<file path="config.mk">
export PLATFORM = sky130hd
export DESIGN_NAME = fd_compara_tiros_e_asteroides_flat
export DESIGN_NICKNAME = d
export VERILOG_FILES = /design/src/rtl/fd_compara_tiros_e_asteroides_pkg.sv /design/src/rtl/fd_compara_tiros_e_asteroides_if.sv /design/src/rtl/fd_compara_tiros_e_asteroides_banco_objetos.sv /design/src/rtl/fd_compara_tiros_e_asteroides.sv /design/src/flat_wrapper.sv
export SDC_FILE = /design/constraint.sdc
export NUM_CORES = 1
export LEC_CHECK = 0
export BUFFER_PORTS_ARGS = -buffer_cell sky130_fd_sc_hd__buf_2
export CAP_MARGIN = 20
export CORE_MARGIN = 5
export CORE_UTILIZATION = 64
export CTS_CLUSTER_DIAMETER = 80
export DETAILED_ROUTE_END_ITERATION = 6
export PLACE_DENSITY_LB_ADDON = 0.05
export SLEW_MARGIN = 15
export SYNTH_ARGS = -nofsm -noshare
export SYNTH_HDL_FRONTEND = slang
export SYNTH_SLANG_ARGS = --single-unit
</file>
<file path="constraint.sdc">
create_clock -name clock -period 4.96 [get_ports clock]
set_clock_uncertainty 0.1 [all_clocks]
set_input_delay 0.496 -clock clock [delete_from_list [all_inputs] [get_ports clock]]
set_output_delay 0.496 -clock clock [all_outputs]
set_load 0.005 [all_outputs]
</file>
<file path="src/rtl/fd_compara_tiros_e_asteroides_pkg.sv">
// Shared constants for the shot/asteroid comparison datapath: default sizes,
// renderizado flag encoding and the index-width helper.
package fd_compara_tiros_e_asteroides_pkg;

  localparam int N_TIROS_DEF      = 4;
  localparam int N_ASTEROIDES_DEF = 8;
  localparam int POS_W_DEF        = 8;
  localparam int PONTOS_W_DEF     = 8;

  localparam logic RENDERIZADO = 1'b1;
  localparam logic DESTRUIDO   = 1'b0;

  // Index width for a bank of n slots; never below one bit.
  function automatic int idx_w(input int n);
    return (n > 1) ? $clog2(n) : 1;
  endfunction

  localparam int IDX_TIROS_W      = idx_w(N_TIROS_DEF);
  localparam int IDX_ASTEROIDES_W = idx_w(N_ASTEROIDES_DEF);

endpackage

</file>
<file path="src/rtl/fd_compara_tiros_e_asteroides_if.sv">
// Command/status bundle between the control unit plus game engine (master)
// and the comparison datapath (slave). Plain level signals, no handshake.
interface fd_compara_tiros_e_asteroides_if
  import fd_compara_tiros_e_asteroides_pkg::*;
#(
  parameter int N_TIROS      = N_TIROS_DEF,
  parameter int N_ASTEROIDES = N_ASTEROIDES_DEF,
  parameter int POS_W        = POS_W_DEF,
  parameter int PONTOS_W     = PONTOS_W_DEF
);

  localparam int IT_W = idx_w(N_TIROS);
  localparam int IA_W = idx_w(N_ASTEROIDES);

  // Control unit commands
  logic reset_contador_tiros;
  logic reset_contador_asteroides;
  logic conta_contador_tiros;
  logic conta_contador_asteroides;
  logic enable_load_tiro;
  logic enable_load_asteroide;
  logic loaded_tiro;
  logic loaded_asteroide;

  // Game engine write ports
  logic             escreve_tiro;
  logic [IT_W-1:0]  indice_tiro_ext;
  logic [POS_W-1:0] posicao_tiro_ext;
  logic             renderizado_tiro_ext;
  logic             escreve_asteroide;
  logic [IA_W-1:0]  indice_asteroide_ext;
  logic [POS_W-1:0] posicao_asteroide_ext;
  logic             renderizado_asteroide_ext;

  // Status back to the control unit and score logic
  logic                tiro_renderizado;
  logic                aste_renderizado;
  logic                posicao_tiro_igual_asteroide;
  logic                rco_contador_tiros;
  logic                rco_contador_asteroides;
  logic [PONTOS_W-1:0] asteroides_destruidos;
  logic [IT_W-1:0]     db_contador_tiros;
  logic [IA_W-1:0]     db_contador_asteroides;

  modport master (
    output reset_contador_tiros, reset_contador_asteroides,
           conta_contador_tiros, conta_contador_asteroides,
           enable_load_tiro, enable_load_asteroide,
           loaded_tiro, loaded_asteroide,
           escreve_tiro, indice_tiro_ext, posicao_tiro_ext, renderizado_tiro_ext,
           escreve_asteroide, indice_asteroide_ext, posicao_asteroide_ext,
           renderizado_asteroide_ext,
    input  tiro_renderizado, aste_renderizado, posicao_tiro_igual_asteroide,
           rco_contador_tiros, rco_contador_asteroides, asteroides_destruidos,
           db_contador_tiros, db_contador_asteroides
  );

  modport slave (
    input  reset_contador_tiros, reset_contador_asteroides,
           conta_contador_tiros, conta_contador_asteroides,
           enable_load_tiro, enable_load_asteroide,
           loaded_tiro, loaded_asteroide,
           escreve_tiro, indice_tiro_ext, posicao_tiro_ext, renderizado_tiro_ext,
           escreve_asteroide, indice_asteroide_ext, posicao_asteroide_ext,
           renderizado_asteroide_ext,
    output tiro_renderizado, aste_renderizado, posicao_tiro_igual_asteroide,
           rco_contador_tiros, rco_contador_asteroides, asteroides_destruidos,
           db_contador_tiros, db_contador_asteroides
  );

endinterface

</file>
<file path="src/rtl/fd_compara_tiros_e_asteroides_banco_objetos.sv">
// One object bank: position and renderizado arrays, a wrapping index counter
// and the two write ports (engine write by index, destruction load at index).
module banco_objetos
  import fd_compara_tiros_e_asteroides_pkg::*;
#(
  parameter int DEPTH = 4,
  parameter int POS_W = 8,
  parameter int IDX_W = idx_w(DEPTH)
) (
  input  logic             clk_i,
  input  logic             rst_i,
  input  logic             reset_contador_i,
  input  logic             conta_i,
  input  logic             enable_load_i,
  input  logic             loaded_i,
  input  logic             escreve_i,
  input  logic [IDX_W-1:0] indice_ext_i,
  input  logic [POS_W-1:0] posicao_ext_i,
  input  logic             renderizado_ext_i,
  output logic [IDX_W-1:0] indice_o,
  output logic [POS_W-1:0] posicao_o,
  output logic             renderizado_o,
  output logic             rco_o
);

  localparam logic [IDX_W-1:0] ULTIMO = IDX_W'(DEPTH - 1);

  logic [POS_W-1:0] posicao_q [DEPTH];
  logic [POS_W-1:0] posicao_d [DEPTH];
  logic [DEPTH-1:0] renderizado_q, renderizado_d;
  logic [IDX_W-1:0] indice_q, indice_d;

  always_comb begin
    posicao_d     = posicao_q;
    renderizado_d = renderizado_q;
    indice_d      = indice_q;

    if (escreve_i) begin
      posicao_d[indice_ext_i]     = posicao_ext_i;
      renderizado_d[indice_ext_i] = renderizado_ext_i;
    end

    // Applied after the engine write so destruction wins on a shared slot;
    // addressed by the pre-count index.
    if (enable_load_i) begin
      renderizado_d[indice_q] = loaded_i;
    end

    if (reset_contador_i) begin
      indice_d = '0;
    end else if (conta_i) begin
      indice_d = (indice_q == ULTIMO) ? '0 : indice_q + IDX_W'(1);
    end
  end

  always_ff @(posedge clk_i) begin
    if (rst_i) begin
      for (int i = 0; i < DEPTH; i++) begin
        posicao_q[i] <= '0;
      end
      renderizado_q <= '0;
      indice_q      <= '0;
    end else begin
      posicao_q     <= posicao_d;
      renderizado_q <= renderizado_d;
      indice_q      <= indice_d;
    end
  end

  assign indice_o      = indice_q;
  assign posicao_o     = posicao_q[indice_q];
  assign renderizado_o = renderizado_q[indice_q];
  assign rco_o         = (indice_q == ULTIMO);

endmodule

</file>
<file path="src/rtl/fd_compara_tiros_e_asteroides.sv">
// Shot/asteroid comparison datapath: two object banks, the position
// comparator and the saturating destroyed-asteroid counter.
module fd_compara_tiros_e_asteroides
  import fd_compara_tiros_e_asteroides_pkg::*;
#(
  parameter int N_TIROS      = N_TIROS_DEF,
  parameter int N_ASTEROIDES = N_ASTEROIDES_DEF,
  parameter int POS_W        = POS_W_DEF,
  parameter int PONTOS_W     = PONTOS_W_DEF
) (
  input logic clock,
  input logic reset,
  fd_compara_tiros_e_asteroides_if.slave bus
);

  localparam int IT_W = idx_w(N_TIROS);
  localparam int IA_W = idx_w(N_ASTEROIDES);

  logic [POS_W-1:0] posicao_tiro;
  logic [POS_W-1:0] posicao_asteroide;
  logic             aste_renderizado;
  logic [IT_W-1:0]  indice_tiro;
  logic [IA_W-1:0]  indice_asteroide;

  banco_objetos #(
    .DEPTH (N_TIROS),
    .POS_W (POS_W),
    .IDX_W (IT_W)
  ) u_tiros (
    .clk_i             (clock),
    .rst_i             (reset),
    .reset_contador_i  (bus.reset_contador_tiros),
    .conta_i           (bus.conta_contador_tiros),
    .enable_load_i     (bus.enable_load_tiro),
    .loaded_i          (bus.loaded_tiro),
    .escreve_i         (bus.escreve_tiro),
    .indice_ext_i      (bus.indice_tiro_ext),
    .posicao_ext_i     (bus.posicao_tiro_ext),
    .renderizado_ext_i (bus.renderizado_tiro_ext),
    .indice_o          (indice_tiro),
    .posicao_o         (posicao_tiro),
    .renderizado_o     (bus.tiro_renderizado),
    .rco_o             (bus.rco_contador_tiros)
  );

  banco_objetos #(
    .DEPTH (N_ASTEROIDES),
    .POS_W (POS_W),
    .IDX_W (IA_W)
  ) u_asteroides (
    .clk_i             (clock),
    .rst_i             (reset),
    .reset_contador_i  (bus.reset_contador_asteroides),
    .conta_i           (bus.conta_contador_asteroides),
    .enable_load_i     (bus.enable_load_asteroide),
    .loaded_i          (bus.loaded_asteroide),
    .escreve_i         (bus.escreve_asteroide),
    .indice_ext_i      (bus.indice_asteroide_ext),
    .posicao_ext_i     (bus.posicao_asteroide_ext),
    .renderizado_ext_i (bus.renderizado_asteroide_ext),
    .indice_o          (indice_asteroide),
    .posicao_o         (posicao_asteroide),
    .renderizado_o     (aste_renderizado),
    .rco_o             (bus.rco_contador_asteroides)
  );

  logic [PONTOS_W-1:0] destruidos_q, destruidos_d;
  logic                conta_destruicao;

  // Only a live asteroid turning into a destroyed one scores.
  always_comb begin
    conta_destruicao = bus.enable_load_asteroide &&
                       (bus.loaded_asteroide == DESTRUIDO) &&
                       (aste_renderizado == RENDERIZADO);
    destruidos_d = destruidos_q;
    if (conta_destruicao && (destruidos_q != {PONTOS_W{1'b1}})) begin
      destruidos_d = destruidos_q + PONTOS_W'(1);
    end
  end

  always_ff @(posedge clock) begin
    if (reset) begin
      destruidos_q <= '0;
    end else begin
      destruidos_q <= destruidos_d;
    end
  end

  assign bus.aste_renderizado             = aste_renderizado;
  assign bus.posicao_tiro_igual_asteroide = (posicao_tiro == posicao_asteroide);
  assign bus.asteroides_destruidos        = destruidos_q;
  assign bus.db_contador_tiros            = indice_tiro;
  assign bus.db_contador_asteroides       = indice_asteroide;

endmodule

</file>
<file path="src/flat_wrapper.sv">
// flat-port wrapper written by rule: the top's interface ports become plain ports
module fd_compara_tiros_e_asteroides_flat import fd_compara_tiros_e_asteroides_pkg::*;
#(
  parameter int N_TIROS      = N_TIROS_DEF,
  parameter int N_ASTEROIDES = N_ASTEROIDES_DEF,
  parameter int POS_W        = POS_W_DEF,
  parameter int PONTOS_W     = PONTOS_W_DEF
)
  (clock, reset, bus_reset_contador_tiros, bus_reset_contador_asteroides, bus_conta_contador_tiros, bus_conta_contador_asteroides, bus_enable_load_tiro, bus_enable_load_asteroide, bus_loaded_tiro, bus_loaded_asteroide, bus_escreve_tiro, bus_indice_tiro_ext, bus_posicao_tiro_ext, bus_renderizado_tiro_ext, bus_escreve_asteroide, bus_indice_asteroide_ext, bus_posicao_asteroide_ext, bus_renderizado_asteroide_ext, bus_tiro_renderizado, bus_aste_renderizado, bus_posicao_tiro_igual_asteroide, bus_rco_contador_tiros, bus_rco_contador_asteroides, bus_asteroides_destruidos, bus_db_contador_tiros, bus_db_contador_asteroides);
  fd_compara_tiros_e_asteroides_if #(.N_TIROS(N_TIROS), .N_ASTEROIDES(N_ASTEROIDES), .POS_W(POS_W), .PONTOS_W(PONTOS_W)) bus_i ();
  input logic clock;
  input logic reset;
  input wire logic [$bits(bus_i.reset_contador_tiros)-1:0] bus_reset_contador_tiros;
  input wire logic [$bits(bus_i.reset_contador_asteroides)-1:0] bus_reset_contador_asteroides;
  input wire logic [$bits(bus_i.conta_contador_tiros)-1:0] bus_conta_contador_tiros;
  input wire logic [$bits(bus_i.conta_contador_asteroides)-1:0] bus_conta_contador_asteroides;
  input wire logic [$bits(bus_i.enable_load_tiro)-1:0] bus_enable_load_tiro;
  input wire logic [$bits(bus_i.enable_load_asteroide)-1:0] bus_enable_load_asteroide;
  input wire logic [$bits(bus_i.loaded_tiro)-1:0] bus_loaded_tiro;
  input wire logic [$bits(bus_i.loaded_asteroide)-1:0] bus_loaded_asteroide;
  input wire logic [$bits(bus_i.escreve_tiro)-1:0] bus_escreve_tiro;
  input wire logic [$bits(bus_i.indice_tiro_ext)-1:0] bus_indice_tiro_ext;
  input wire logic [$bits(bus_i.posicao_tiro_ext)-1:0] bus_posicao_tiro_ext;
  input wire logic [$bits(bus_i.renderizado_tiro_ext)-1:0] bus_renderizado_tiro_ext;
  input wire logic [$bits(bus_i.escreve_asteroide)-1:0] bus_escreve_asteroide;
  input wire logic [$bits(bus_i.indice_asteroide_ext)-1:0] bus_indice_asteroide_ext;
  input wire logic [$bits(bus_i.posicao_asteroide_ext)-1:0] bus_posicao_asteroide_ext;
  input wire logic [$bits(bus_i.renderizado_asteroide_ext)-1:0] bus_renderizado_asteroide_ext;
  output wire logic [$bits(bus_i.tiro_renderizado)-1:0] bus_tiro_renderizado;
  output wire logic [$bits(bus_i.aste_renderizado)-1:0] bus_aste_renderizado;
  output wire logic [$bits(bus_i.posicao_tiro_igual_asteroide)-1:0] bus_posicao_tiro_igual_asteroide;
  output wire logic [$bits(bus_i.rco_contador_tiros)-1:0] bus_rco_contador_tiros;
  output wire logic [$bits(bus_i.rco_contador_asteroides)-1:0] bus_rco_contador_asteroides;
  output wire logic [$bits(bus_i.asteroides_destruidos)-1:0] bus_asteroides_destruidos;
  output wire logic [$bits(bus_i.db_contador_tiros)-1:0] bus_db_contador_tiros;
  output wire logic [$bits(bus_i.db_contador_asteroides)-1:0] bus_db_contador_asteroides;
  assign bus_i.reset_contador_tiros = bus_reset_contador_tiros;
  assign bus_i.reset_contador_asteroides = bus_reset_contador_asteroides;
  assign bus_i.conta_contador_tiros = bus_conta_contador_tiros;
  assign bus_i.conta_contador_asteroides = bus_conta_contador_asteroides;
  assign bus_i.enable_load_tiro = bus_enable_load_tiro;
  assign bus_i.enable_load_asteroide = bus_enable_load_asteroide;
  assign bus_i.loaded_tiro = bus_loaded_tiro;
  assign bus_i.loaded_asteroide = bus_loaded_asteroide;
  assign bus_i.escreve_tiro = bus_escreve_tiro;
  assign bus_i.indice_tiro_ext = bus_indice_tiro_ext;
  assign bus_i.posicao_tiro_ext = bus_posicao_tiro_ext;
  assign bus_i.renderizado_tiro_ext = bus_renderizado_tiro_ext;
  assign bus_i.escreve_asteroide = bus_escreve_asteroide;
  assign bus_i.indice_asteroide_ext = bus_indice_asteroide_ext;
  assign bus_i.posicao_asteroide_ext = bus_posicao_asteroide_ext;
  assign bus_i.renderizado_asteroide_ext = bus_renderizado_asteroide_ext;
  assign bus_tiro_renderizado = bus_i.tiro_renderizado;
  assign bus_aste_renderizado = bus_i.aste_renderizado;
  assign bus_posicao_tiro_igual_asteroide = bus_i.posicao_tiro_igual_asteroide;
  assign bus_rco_contador_tiros = bus_i.rco_contador_tiros;
  assign bus_rco_contador_asteroides = bus_i.rco_contador_asteroides;
  assign bus_asteroides_destruidos = bus_i.asteroides_destruidos;
  assign bus_db_contador_tiros = bus_i.db_contador_tiros;
  assign bus_db_contador_asteroides = bus_i.db_contador_asteroides;
  fd_compara_tiros_e_asteroides #(.N_TIROS(N_TIROS), .N_ASTEROIDES(N_ASTEROIDES), .POS_W(POS_W), .PONTOS_W(PONTOS_W)) u_core (.clock(clock), .reset(reset), .bus(bus_i));
endmodule
</file>
==> impl_metrics.env <==
export IMPL_reg2reg_from="u_core.u_asteroides.indice_o[2]"
export IMPL_tns_ns=0
export IMPL_power_switching_mw=0.612
export IMPL_synth_top_area_frac=0.431
export IMPL_grt_overflow_total=0
export IMPL_multi_input_area_um2=2960
export IMPL_drtIter0Drc=440
export IMPL_gp_congestion=0.868
export IMPL_p_seq_frac=0.415
export IMPL_tightestPinTransition_ns=1.03
export IMPL_final_layout_size_suffix_gt1_frac=0.160
export IMPL_period_share=0.697
export IMPL_die_h_um=104
export IMPL_clock_root_buffer="clkbuf_8"
export IMPL_fp_dieW_um=104
export IMPL_io_buffers=52
export IMPL_firstDrtPassIters=5
export IMPL_synth_area_per_cell_um2=8.25
export IMPL_ys_seq_area_frac=0.431
export IMPL_status="completed"
export IMPL_p_leak_nw=2.34
export IMPL_seqCellArea_um2=2420
export IMPL_diodes=0
export IMPL_internal_power_mw=1.83
export IMPL_r2r_end="u_core.bus.asteroides_destruidos[7]"
export IMPL_clock_power_share=0.517
export IMPL_cp_start_kind="flop"
export IMPL_arrival_ns=2.86
export IMPL_p_total_mw=2.44
export IMPL_finalMaxSlewViolations=0
export IMPL_wl_um=14900
export IMPL_wire_per_inst_um=17.9
export IMPL_clk_pin_slew_ns=0.06
export IMPL_final_antenna_net_count=0
export IMPL_clk_path_buf_depth=2
export IMPL_syn_nets=724
export IMPL_utilization=0.746
export IMPL_viasPerCell=6.09
export IMPL_place_hpwl_um=9370
export IMPL_cts_max_level=4
export IMPL_cap_violations=0
export IMPL_syn_to_final_growth_pct=14.6
export IMPL_n_fill_cell=673
export IMPL_nets=753
export IMPL_initial_utilization=0.651
export IMPL_slew_headroom=0.312
export IMPL_core_area_um2=8640
export IMPL_synth_edf_count=0
export IMPL_holdPathEnd="u_core.u_tiros.indice_o[1]"
export IMPL_powerDensity_nw_per_um2=379
export IMPL_grt_max_degree=122
export IMPL_synth_area_top_cells="dfxtp_1, nand2_1, a21oi_1"
export IMPL_synth_ff_type="dfxtp_1"
export IMPL_syn_area_um2=5630
export IMPL_syn_inst=682
export IMPL_drc=0
export IMPL_grtUsageTotal=0.275
export IMPL_antenna_found_initial=0
export IMPL_critPathMaxFanout=22
export IMPL_yosys_area_top_type="dfxtp_1"
export IMPL_hold_path_class="in -> reg"
export IMPL_insertion_delay_ns=0.52
export IMPL_combPwrFrac=0.068
export IMPL_io_pins=53
export IMPL_max_stage_delay_ns=0.53
export IMPL_grt_pass1_wl_um=24300
export IMPL_switching_share=0.251
export IMPL_hold_viol_final=0
export IMPL_cts_made_buffers=17
export IMPL_ys_ff_latch=121
export IMPL_clock_sinks=121
export IMPL_synth_warnings=0
export IMPL_ir_worst_vdd_mv=0.290
export IMPL_postCtsHoldBufs=0
export IMPL_ys_types=49
export IMPL_ctsResizeCount=0
export IMPL_min_from="bus_reset_contador_tiros"
export IMPL_min_path_cells=2
export IMPL_vias=5066
export IMPL_post_cts_buffers=0
export IMPL_slowest_stage="dfxtp_1"
export IMPL_async_reset_ff_frac=0
export IMPL_setup_violations=0
export IMPL_cts_tree="built"
export IMPL_num_rows=34
export IMPL_end_kind="output port"
export IMPL_reg2reg_depth=7
export IMPL_crit_type="reg -> out"
export IMPL_final_cell_mix="nand2_1, dfxtp_1, a21oi_1, buf_2, nor2_1"
export IMPL_grt_pass1_vias=4891
export IMPL_fin_crit_ns=3.46
export IMPL_rsz0062_at_grt="no"
export IMPL_worst_r2r_setup_slack_ns=2.58
export IMPL_worstPathRequired_ns=4.36
export IMPL_max_freq_mhz=289
export IMPL_die_area_um2=10800
export IMPL_mostFrequentLayoutCell="nand2_1"
export IMPL_path_cells="buf_8 -> and2_1 -> a22oi_1 -> o21ai_0 -> xnor2_1 -> nand2_1 -> nor4_2 -> buf_2"
[how the worst max path moves through the flow]
stage	startpoint	to
3_3_place_gp	u_core.u_asteroides.indice_o[2]	bus_posicao_tiro_igual_asteroide
4_1_cts	u_core.u_asteroides.indice_o[2]	bus_posicao_tiro_igual_asteroide
6_report	u_core.u_asteroides.indice_o[2]	bus_posicao_tiro_igual_asteroide
5_1_grt	u_core.u_asteroides.indice_o[2]	bus_posicao_tiro_igual_asteroide
2_1_floorplan	u_core.u_asteroides.indice_o[2]	bus_posicao_tiro_igual_asteroide
3_5_place_dp	u_core.u_asteroides.indice_o[2]	bus_posicao_tiro_igual_asteroide
[metrics by stage]
stage	instances	worst slack, ns	hold WS [ns]	instance area (um^2)
after floorplan	682	2.66	0.332	5630
after global placement	799	1.78	0.337	5830
after detailed placement	799	1.68	0.345	5830
after CTS	831	1.06	0.0430	6430
after global routing	832	1.33	0.0548	6450
final	832	1.50	0.0487	6450
[sequential cells by signal, indices dropped and copies added, names as in the netlist]
register                           count
u_core.bus.asteroides_destruidos       8
u_core.u_asteroides.renderizado_q      8
u_core.u_asteroides.indice_o           3
u_core.u_tiros.indice_o                2
u_core.u_tiros.posicao_q              32
u_core.u_asteroides.posicao_q         64
u_core.u_tiros.renderizado_q           4
[worst max-delay path: cells and delay by family, from the launching register on]
| family | cells | cell delay [ns] |
|---|---|---|
| and+or+nand+nor | 3 | 0.87 |
| AOI/OAI and AO/OA | 2 | 0.36 |
| buffers and inverters | 2 | 0.43 |
| xor gates and xnor gates | 1 | 0.15 |
| DFF | 1 | 0.53 |
[kinds of logic after synthesis]
kind of cell | count (synthesis) | synth area share
and+or+nand+nor | 304 | 0.226
muxes | 52 | 0.119
adders and majority gates | 7 | 0.0156
buffers and inverters | 52 | 0.0440
xor gates and xnor gates | 15 | 0.0234
DFF | 121 | 0.431
AOI/OAI and AO/OA | 131 | 0.141
[Yosys cell counts (2+ instances only)]
cell,n
and3_1,2
xnor2_1,11
nor4_1,3
a22oi_2,2
nand4_1,3
o211ai_1,2
a31oi_1,4
nand3b_1,5
a21oi_1,84
a311oi_1,9
mux4_2,11
nor3_1,8
nand2_1,203
nor3b_1,2
mux2i_1,34
nor2_1,46
o21ai_0,7
buf_2,8
a22oi_1,6
dfxtp_1,121
xor2_1,4
a211oi_1,2
nand2b_1,5
nand3_1,14
nor3_2,2
mux2_2,5
clkbuf_1,22
inv_1,6
a221oi_1,3
a22o_1,4
nor2b_1,7
buf_6,2
buf_1,10
buf_4,3
ha_1,7
o22ai_1,2
[cell type report]
cell class	instances	share of cell area
clock buffer	17	0.0642
clock inverter	15	0.0291
inverter	6	0.00349
multi-input combinational	509	0.459
sequential	121	0.376
tap	108	0.0210
timing repair buffer	56	0.0472
[routing by layer]
metal  vias up  track usage  wire length [um]
met5         -            0                 0
met4         0        0.112               424
met3        34       0.0715              1260
met2       213        0.426              7100
met1      2414        0.365              6120
li1       2405            -                 -
[power groups by stage]
stage,logic [mW],clock network (mW),registers [mW]
detailed placement,0.162,0,1.03
global route,0.181,1.32,1.02
floorplan,0.112,0,1.03
finish,0.167,1.26,1.01
global placement,0.157,0,1.03
CTS,0.164,1.27,1.01
No activity file was read; power rests on OpenSTA's default activity.
